[config.mk]
export PLATFORM = sky130hd
export DESIGN_NAME = multicycle_ctrl
export DESIGN_NICKNAME = d
export VERILOG_FILES = /design/src/rtl/mc_ctrl_pkg.sv /design/src/rtl/mc_decode.sv /design/src/rtl/multicycle_ctrl.sv
export SDC_FILE = /design/constraint.sdc
export NUM_CORES = 1
export LEC_CHECK = 0
export BUFFER_PORTS_ARGS = -buffer_cell sky130_fd_sc_hd__buf_2
export CAP_MARGIN = 20
export CORE_MARGIN = 3
export CORE_UTILIZATION = 54
export CTS_CLUSTER_DIAMETER = 200
export DETAILED_ROUTE_END_ITERATION = 6
export PLACE_DENSITY = 0.84
export SLEW_MARGIN = 20
export SYNTH_ARGS = -nofsm -noshare
export SYNTH_HDL_FRONTEND = slang
export SYNTH_SLANG_ARGS = --single-unit
[constraint.sdc]
create_clock -name clk -period 2.9 [get_ports clk]
set_input_delay 0.29 -clock clk [delete_from_list [all_inputs] [get_ports clk]]
set_output_delay 0.29 -clock clk [all_outputs]
set_load 0.02 [all_outputs]
[src/rtl/mc_ctrl_pkg.sv]
// Shared encodings for the multi-cycle MIPS-lite controller and the datapath muxes it drives.
// Contents: state codes, opcode/func constants, mux select encodings, instruction-class struct.
package mc_ctrl_pkg;

  localparam int unsigned STATE_W  = 4;
  localparam int unsigned OP_W     = 6;
  localparam int unsigned FUNC_W   = 6;
  localparam int unsigned SEL_W    = 2;
  localparam int unsigned ALU_OP_W = 3;

  // Sequencer states; codes are visible on the debug state port.
  typedef enum logic [STATE_W-1:0] {
    S_FETCH    = 4'd0,
    S_DECODE   = 4'd1,
    S_EXEC_R   = 4'd2,
    S_EXEC_I   = 4'd3,
    S_MEM_ADDR = 4'd4,
    S_MEM_RD   = 4'd5,
    S_MEM_WR   = 4'd6,
    S_WB_ALU   = 4'd7,
    S_WB_MEM   = 4'd8,
    S_WB_LUI   = 4'd9,
    S_BRANCH   = 4'd10,
    S_JAL      = 4'd11,
    S_JR       = 4'd12,
    S_ADV      = 4'd13
  } state_t;

  localparam logic [OP_W-1:0] OP_RTYPE = 6'h00;
  localparam logic [OP_W-1:0] OP_ORI   = 6'h0D;
  localparam logic [OP_W-1:0] OP_LW    = 6'h23;
  localparam logic [OP_W-1:0] OP_SW    = 6'h2B;
  localparam logic [OP_W-1:0] OP_BEQ   = 6'h04;
  localparam logic [OP_W-1:0] OP_LUI   = 6'h0F;
  localparam logic [OP_W-1:0] OP_JAL   = 6'h03;

  localparam logic [FUNC_W-1:0] FUNC_ADDU = 6'h21;
  localparam logic [FUNC_W-1:0] FUNC_SUBU = 6'h23;
  localparam logic [FUNC_W-1:0] FUNC_JR   = 6'h08;

  // pc_src: next-PC mux
  localparam logic [SEL_W-1:0] PC_SRC_SEQ = 2'd0;  // pc+4
  localparam logic [SEL_W-1:0] PC_SRC_BR  = 2'd1;  // pc+4+(ext<<2)
  localparam logic [SEL_W-1:0] PC_SRC_J   = 2'd2;  // {pc[31:28],addr26,00}
  localparam logic [SEL_W-1:0] PC_SRC_RS  = 2'd3;  // rs

  // reg_dst: GRF write-address mux
  localparam logic [SEL_W-1:0] REG_DST_RT = 2'd0;
  localparam logic [SEL_W-1:0] REG_DST_RD = 2'd1;
  localparam logic [SEL_W-1:0] REG_DST_RA = 2'd2;

  // wd_sel: GRF write-data mux
  localparam logic [SEL_W-1:0] WD_ALU  = 2'd0;
  localparam logic [SEL_W-1:0] WD_DM   = 2'd1;
  localparam logic [SEL_W-1:0] WD_LUI  = 2'd2;
  localparam logic [SEL_W-1:0] WD_LINK = 2'd3;

  localparam logic [ALU_OP_W-1:0] ALU_ADD = 3'd0;
  localparam logic [ALU_OP_W-1:0] ALU_SUB = 3'd1;
  localparam logic [ALU_OP_W-1:0] ALU_OR  = 3'd2;

  // One-hot instruction class; exactly one field is set for any op/func.
  typedef struct packed {
    logic r_alu;
    logic ori;
    logic lw;
    logic sw;
    logic beq;
    logic lui;
    logic jal;
    logic jr;
    logic bad;
  } instr_class_t;

endpackage

[src/rtl/mc_decode.sv]
// Combinational instruction classifier.
// Ports: op, func (from IR) -> cls (one-hot instruction class, bad when unsupported).
module mc_decode
  import mc_ctrl_pkg::*;
(
  input  logic [OP_W-1:0]   op,
  input  logic [FUNC_W-1:0] func,
  output instr_class_t      cls
);

  always_comb begin
    cls = '0;
    case (op)
      OP_RTYPE: begin
        case (func)
          FUNC_ADDU, FUNC_SUBU: cls.r_alu = 1'b1;
          FUNC_JR:              cls.jr    = 1'b1;
          default:              cls.bad   = 1'b1;
        endcase
      end
      OP_ORI:  cls.ori = 1'b1;
      OP_LW:   cls.lw  = 1'b1;
      OP_SW:   cls.sw  = 1'b1;
      OP_BEQ:  cls.beq = 1'b1;
      OP_LUI:  cls.lui = 1'b1;
      OP_JAL:  cls.jal = 1'b1;
      default: cls.bad = 1'b1;
    endcase
  end

endmodule

[src/rtl/multicycle_ctrl.sv]
// Multi-cycle sequencer for the MIPS-lite datapath.
// Ports: clk, reset (async active-low); op/func from IR, zero (ALU), mem_ready (DM handshake);
//        datapath controls ir_write, pc_write, pc_src, reg_write, reg_dst, wd_sel, alu_src,
//        alu_op, ext_sign, mem_read, mem_write; illegal pulse; debug state; retired counter.
module multicycle_ctrl
  import mc_ctrl_pkg::*;
#(
  parameter int unsigned CNT_W = 32
) (
  input  logic                clk,
  input  logic                reset,
  input  logic [OP_W-1:0]     op,
  input  logic [FUNC_W-1:0]   func,
  input  logic                zero,
  input  logic                mem_ready,
  output logic                ir_write,
  output logic                pc_write,
  output logic [SEL_W-1:0]    pc_src,
  output logic                reg_write,
  output logic [SEL_W-1:0]    reg_dst,
  output logic [SEL_W-1:0]    wd_sel,
  output logic                alu_src,
  output logic [ALU_OP_W-1:0] alu_op,
  output logic                ext_sign,
  output logic                mem_read,
  output logic                mem_write,
  output logic                illegal,
  output logic [STATE_W-1:0]  state,
  output logic [CNT_W-1:0]    retired
);

  state_t       state_q;
  state_t       state_d;
  instr_class_t cls;
  logic         is_sub;

  // IR is stable from DECODE until the next FETCH, so the class stays valid for EXEC/WB selects.
  mc_decode u_decode (
    .op   (op),
    .func (func),
    .cls  (cls)
  );

  assign is_sub = (func == FUNC_SUBU);
  assign state  = state_q;

  // State register
  always_ff @(posedge clk or negedge reset) begin
    if (!reset) begin
      state_q <= S_FETCH;
    end else begin
      state_q <= state_d;
    end
  end

  // Next-state and datapath control decode
  always_comb begin
    state_d   = state_q;
    ir_write  = 1'b0;
    pc_write  = 1'b0;
    pc_src    = PC_SRC_SEQ;
    reg_write = 1'b0;
    reg_dst   = REG_DST_RT;
    wd_sel    = WD_ALU;
    alu_src   = 1'b0;
    alu_op    = ALU_ADD;
    ext_sign  = 1'b0;
    mem_read  = 1'b0;
    mem_write = 1'b0;
    illegal   = 1'b0;

    case (state_q)
      S_FETCH: begin
        ir_write = 1'b1;
        state_d  = S_DECODE;
      end
      S_DECODE: begin
        illegal = cls.bad;
        state_d = S_ADV;
        if (cls.r_alu)           state_d = S_EXEC_R;
        else if (cls.ori)        state_d = S_EXEC_I;
        else if (cls.lw | cls.sw) state_d = S_MEM_ADDR;
        else if (cls.beq)        state_d = S_BRANCH;
        else if (cls.lui)        state_d = S_WB_LUI;
        else if (cls.jal)        state_d = S_JAL;
        else if (cls.jr)         state_d = S_JR;
      end
      S_EXEC_R: begin
        alu_op  = is_sub ? ALU_SUB : ALU_ADD;
        state_d = S_WB_ALU;
      end
      S_EXEC_I: begin
        alu_src = 1'b1;
        alu_op  = ALU_OR;
        state_d = S_WB_ALU;
      end
      S_MEM_ADDR: begin
        alu_src  = 1'b1;
        ext_sign = 1'b1;
        state_d  = cls.sw ? S_MEM_WR : S_MEM_RD;
      end
      // Address operands held so the DM address stays stable during the access.
      S_MEM_RD: begin
        alu_src  = 1'b1;
        ext_sign = 1'b1;
        mem_read = 1'b1;
        if (mem_ready) state_d = S_WB_MEM;
      end
      S_MEM_WR: begin
        alu_src   = 1'b1;
        ext_sign  = 1'b1;
        mem_write = 1'b1;
        pc_write  = mem_ready;
        if (mem_ready) state_d = S_FETCH;
      end
      // ALU operands held from the preceding EXEC state.
      S_WB_ALU: begin
        reg_write = 1'b1;
        pc_write  = 1'b1;
        if (cls.r_alu) begin
          reg_dst = REG_DST_RD;
          alu_op  = is_sub ? ALU_SUB : ALU_ADD;
        end else begin
          alu_src = 1'b1;
          alu_op  = ALU_OR;
        end
        state_d = S_FETCH;
      end
      S_WB_MEM: begin
        reg_write = 1'b1;
        wd_sel    = WD_DM;
        pc_write  = 1'b1;
        state_d   = S_FETCH;
      end
      S_WB_LUI: begin
        reg_write = 1'b1;
        wd_sel    = WD_LUI;
        pc_write  = 1'b1;
        state_d   = S_FETCH;
      end
      S_BRANCH: begin
        alu_op   = ALU_SUB;
        ext_sign = 1'b1;
        pc_write = 1'b1;
        pc_src   = zero ? PC_SRC_BR : PC_SRC_SEQ;
        state_d  = S_FETCH;
      end
      S_JAL: begin
        reg_write = 1'b1;
        reg_dst   = REG_DST_RA;
        wd_sel    = WD_LINK;
        pc_write  = 1'b1;
        pc_src    = PC_SRC_J;
        state_d   = S_FETCH;
      end
      S_JR: begin
        pc_write = 1'b1;
        pc_src   = PC_SRC_RS;
        state_d  = S_FETCH;
      end
      S_ADV: begin
        pc_write = 1'b1;
        state_d  = S_FETCH;
      end
      default: state_d = S_FETCH;
    endcase

    // Reset silences every control at once, abandoning any in-flight DM access.
    if (!reset) begin
      ir_write  = 1'b0;
      pc_write  = 1'b0;
      pc_src    = PC_SRC_SEQ;
      reg_write = 1'b0;
      reg_dst   = REG_DST_RT;
      wd_sel    = WD_ALU;
      alu_src   = 1'b0;
      alu_op    = ALU_ADD;
      ext_sign  = 1'b0;
      mem_read  = 1'b0;
      mem_write = 1'b0;
      illegal   = 1'b0;
    end
  end

  // Retired-instruction counter: one per PC update, wraps naturally.
  always_ff @(posedge clk or negedge reset) begin
    if (!reset) begin
      retired <= '0;
    end else if (pc_write) begin
      retired <= retired + CNT_W'(1);
    end
  end

endmodule

Word-level counts from Yosys, hierarchy flattened
Index checks and enable logic that the tools add are counted.
{ "totals": {"in_bits": 16, "reg_bits": 36, "latch_bits": 0, "rom_bits": 0, "mem_bits_rw": 0, "memories": 0} }
{ "classes": {"n_addsub": 1, "bitwise_logic": 1, "n_mul": 0, "eq_ne": 24, "shifts": 0, "div": 0, "reduce_logical": 11, "muxes": 52, "magnitude_cmp": 0} }
{ "ops": {"columns": ["operator", "n"], "rows": [
  ["adder 32 x 1 -> 32 bit, second input constant", 1],
  ["two-way mux 1 bit", 30],
  ["== test 4 bit, second input constant", 6],
  ["== test 6 bit, second input constant", 4],
  ["case mux 4 bit (6 select lines)", 1],
  ["two-way mux 4 bit", 5],
  ["== test 6 x 4 -> 1 bit, second input constant", 3],
  ["== test 4 x 3 -> 1 bit, second input constant", 4],
  ["two-way mux 3 bit", 4],
  ["case mux 2 bit (3 select lines)", 2],
  ["OR reduction 4 bit", 3],
  ["two-way mux 2 bit", 5],
  ["== test 4 x 2 -> 1 bit, second input constant", 2],
  ["case mux 2 bit (4 select lines)", 1],
  ["OR reduction 7 bit", 1],
  ["== test 6 x 2 -> 1 bit, second input constant", 1],
  ["== test 6 x 3 -> 1 bit, second input constant", 1],
  ["logical NOT 6 bit", 1],
  ["case mux 1 bit (2 select lines)", 3],
  ["OR reduction 6 bit", 1],
  ["== test 4 x 1 -> 1 bit, second input constant", 1],
  ["logical NOT 4 bit", 1],
  ["inequality test 2 bit, second input constant", 2],
  ["case mux 2 bit (2 select lines)", 1],
  ["4 further kinds", 5]
]} }

Depth between registers and ports, before layout
{ "depth": {"word_depth": 11, "mapped_depth": 7, "depth_no_buf": 5} }

Hierarchy
Synthesis repeated with hierarchy kept, for this count alone.
{ "hier_totals": {"hier_cells": 247, "area_unflattened_um2": 2185.8} }
{ "by_module_without_submodules": {"columns": ["mod", "cells_per_inst", "seq_area_each_um2", "area_per_inst_um2", "n_inst"], "rows": [
  ["multicycle_ctrl", 220, 900.9, 2026.9, 1],
  ["mc_decode", 27, 0.0, 158.9, 1]
]} }

Worst setup path after synthesis
No wires, ideal clock.
{ "synth_timing": {"path_kind": "reg-to-output", "from": "register state_q[2] (netlist: state[2])", "to": "output port reg_dst[0]", "arrival_time_ps": 1682, "setup_slack_ps": 928, "required_ps": 2610, "stages_incl_launch_ff": 6, "cell_sequence": "dfrtp_1 clkbuf_1 inv_1 nor2_1 nand2_1 nor3_1"} }
{ "synth_via": {"elab_chain_len": 3, "word_cells_on_any_way": 4, "cone_classes": "eq/ne: 2; mux: 2"} }
{ "synth_lines": {"columns": ["element", "line_no", "source"], "rows": [
  ["from (decl)", "multicycle_ctrl.sv:32", "state_t state_q;"],
  ["from (signal assigned)", "multicycle_ctrl.sv:52", "state_q <= state_d;"],
  ["== test 4 bit or == test 4 x 3 -> 1 bit (tied branches)", "multicycle_ctrl.sv:72", "case (state_q)"],
  ["case mux 2 bit (2 select lines) (*)", "multicycle_ctrl.sv:72", null],
  ["two-way mux 2 bit (*)", "multicycle_ctrl.sv:169", "if (!reset) begin"],
  ["to (decl)", "multicycle_ctrl.sv:20", "output logic [SEL_W-1:0] reg_dst,"]
]} }
Every way passes the cells marked *; elsewhere a longest branch is shown, timed or not.

Final worst setup path
{ "layout_timing": {"from": "register state_q[1] (netlist: state[1])", "to": "output port pc_write"} }
{ "layout_via": {"elab_chain_len": 4, "word_cells_on_any_way": 11, "cone_classes": "eq/ne: 8; mux: 2; reduce/logical: 1"} }
{ "layout_lines": {"columns": ["element", "line_no", "source"], "rows": [
  ["== test 4 x 3 -> 1 bit or == test 4 bit (tied branches)", "multicycle_ctrl.sv:72", null],
  ["OR reduction 7 bit (no line)", null, null],
  ["case mux 1 bit (2 select lines) (*)", "multicycle_ctrl.sv:72", null],
  ["two-way mux 1 bit (*)", "multicycle_ctrl.sv:169", null],
  ["to (decl)", "multicycle_ctrl.sv:17", "output logic pc_write,"]
]} }
Marks and branches as above.

==> impl_metrics.json <==
{
  "fin_skew_ns": 0.01005,
  "die-area_mm2": 0.004664,
  "ys_top_cells_by_area": "dfrtp_1 (43%), xnor2_1 (9.6%), nand3_1 (4.1%)",
  "synth-edff-count": 0,
  "hold_class": "primary input to flip-flop",
  "post-route-period-util": 0.8116,
  "crit_type": "flip-flop to output port",
  "cp_data_required_time_ns": 2.61,
  "ant_nets": 0,
  "cts_buffer_depth": 2,
  "clkSinkCount": 36,
  "numCtsBuffers": 5,
  "synthTopCellsByCount": "dfrtp_1 (36), xnor2_1 (23), nand3_1 (17)",
  "vias": 1884,
  "crit_fanout": 18,
  "achievable-frequency_mhz": 424.9,
  "grt.overflow.total": 0,
  "syn_nets": 238,
  "ys_seq_area_frac": 0.4299,
  "grt_setup_unrepaired": "no",
  "stdcell_area_mm2": 0.002559,
  "diodes": 0,
  "arrival_ns": 2.06,
  "port_buffers": 67,
  "drt_iter0_markers": 138,
  "io_pins": 69,
  "critPathMaxStageDelay_ns": 0.64,
  "setup_tns_ns": 0,
  "die_w_um": 68.30,
  "synthArstFlopShare": 1.000,
  "cp_slowest_cell": "dfrtp_1",
  "setup_slack_ns": 0.5463,
  "root_buffer": "clkbuf_8",
  "dp_cells": 325,
  "totalWireLength_mm": 4.629,
  "drive_gt1_frac": 0.2832,
  "final_util": 0.6937,
  "finalNonFillerCells": 334,
  "wl_per_cell_um": 13.86,
  "drc": 0,
  "grt_pass1_vias": 1744,
  "powerDensity_mw_per_mm2": 629.0,
  "grt_use_total": 0.2205,
  "nFillCells": 309,
  "slew_violations": 0,
  "dp_slack_ns": 0.8166,
  "avgSynthCellArea_um2": 9.483,
  "worst_pin_slew_ns": 0.5389,
  "multi_input_area_mm2": 0.001122,
  "core_area_mm2": 0.003689,
  "die_h_um": 68.30,
  "dp_hpwl_mm": 3.462,
  "syn_inst": 221,
  "start_kind": "flip-flop",
  "post_cts_buffers": 0,
  "start_util": 0.5682,
  "routed_via_density": 5.641,
  "gp_congestion": 0.8506,
  "synth-main-ff-cell": "dfrtp_1",
  "grt_max_degree": 31,
  "endpoint_kind": "output port",
  "finalPower_mw": 1.610,
  "layout_min_cycle_time_ns": 2.354,
  "holdWs_ns": 0.3544,
  "area.growth.synth_to_final_pct": 22.09,
  "clk_latency_ns": 0.29,
  "synth-seq-cells": 36,
  "cts_tree": "yes",
  "synth_area_leader_cell": "dfrtp_1",
  "ir_drop_mv": 0.5675,
  "slew_headroom": 0.6407,
  "yosysMostFrequentCell": "dfrtp_1",
  "yosysTopAreaCellShare": 0.4299,
  "outcome": "finished clean",
  "cts_htree_levels": 2,
  "fp-row-count": 22,
  "p_leak_nw": 1.288,
  "place_area_mm2": 0.002437,
  "setup_violations": 0,
  "num-nets-final": 302,
  "cp_cell_sequence": "o211ai_1, mux2_2, nor2b_1, buf_2",
  "syn-cell-area_mm2": 0.002096,
  "finalHoldViolations": 0,
  "clk_pin_slew_ns": 0.07,
  "grt_antenna_before_repair": 0,
  "first_pass_iters": 4,
  "yosysWarnings": 0,
  "cap_violations": 0,
  "ys_types": 48,
  "seq_area_um2": 900.9,
  "grt_pass1_wl_mm": 7.617
}
path summary, 6_finish.rpt:
check,start,to,slack [ns],cells past startpoint
max,state[1],pc_write,0.55,4
min,mem_ready,state[3],0.35,3
max reg2reg,state[1],retired[26],0.87,5
min reg2reg,retired[31],retired[31],0.46,1
max in group asynchronous,reset,retired[12],1.72,3
min in group asynchronous,reset,retired[13],0.51,2
per-layer routing:
| layer | vias to the layer above | track usage | routed length (µm) |
|---|---|---|---|
| li1 | 915 | - | - |
| met1 | 892 | 0.2712 | 2047 |
| met5 | - | 0 | 0 |
| met2 | 67 | 0.3574 | 2184 |
| met3 | 10 | 0.05911 | 291 |
| met4 | 0 | 0.1042 | 106 |
placed cells by master (no fill, tap or decap), types with 2 or more instances in the layout:
cell type / netlist / final
nand3b_1: 2 / 2
o21ai_0: 3 / 3
buf_2: 4 / 67
inv_1: 3 / 3
nand2b_1: 4 / 4
and4_1: 5 / 5
nor3b_1: 4 / 4
a21o_1: 3 / 3
nor2_1: 13 / 13
and3_1: 10 / 10
nand2_1: 16 / 16
mux2_2: 2 / 2
nor3_1: 10 / 10
a211oi_1: 2 / 2
nand4b_1: 2 / 2
and2_1: 4 / 4
a21oi_1: 4 / 4
nor4b_1: 2 / 2
clkbuf_8: 0 / 5
dfrtp_1: 36 / 36
xor2_1: 8 / 8
nand3_1: 17 / 17
nand4_1: 12 / 12
xnor2_1: 23 / 23
o21bai_1: 2 / 2
nor2b_1: 2 / 2
state kept, by name (all words and copies together) (netlist names):
signal	flops
retired	32
state	4
logic make-up (layout without fill, tap and decap cells):
| logic type | Yosys count | after routing | share of synthesized area |
|---|---|---|---|
| AND/OR/NAND/NOR | 112 | 112 | 0.3134 |
| adder cells (fa/ha/maj) | 1 | 1 | 0.005969 |
| flip-flops | 36 | 36 | 0.4298 |
| buffers and inverters | 15 | 80 | 0.03463 |
| XOR/XNOR | 31 | 31 | 0.1296 |
| AO/OA/AOI/OAI | 23 | 23 | 0.07404 |
| multiplexers | 2 | 2 | 0.01075 |
| other | 1 | 1 | 0.001789 |
where the power goes:
part	leakage [nW]	internal, mW	switching (mW)
Sequential	0.480	0.555	0.113
Combinational	0.754	0.198	0.301
Clock	0.0541	0.254	0.186
timing repair:
action | 4_1_cts | 5_1_grt
hold buffers | 1 | 0
gates resized for setup | 0 | 0
endpoints found under the hold margin | 15 | 0
cell type report:
| class | count | area share |
|---|---|---|
| sequential | 36 | 0.3521 |
| clock inverter | 3 | 0.01663 |
| clock buffer | 5 | 0.02689 |
| timing repair buffer | 69 | 0.1379 |
| inverter | 3 | 0.004401 |
| multi-input combinational | 170 | 0.4386 |
| tap | 48 | 0.02347 |
critical path, delay by kind of cell (launching register included):
family,cells,cell delay (ns)
simple gates,1,0.40
buf+inv,1,0.26
mux,1,0.33
compound gates,1,0.15
flops,1,0.64
(Power assumes the default switching activity.)
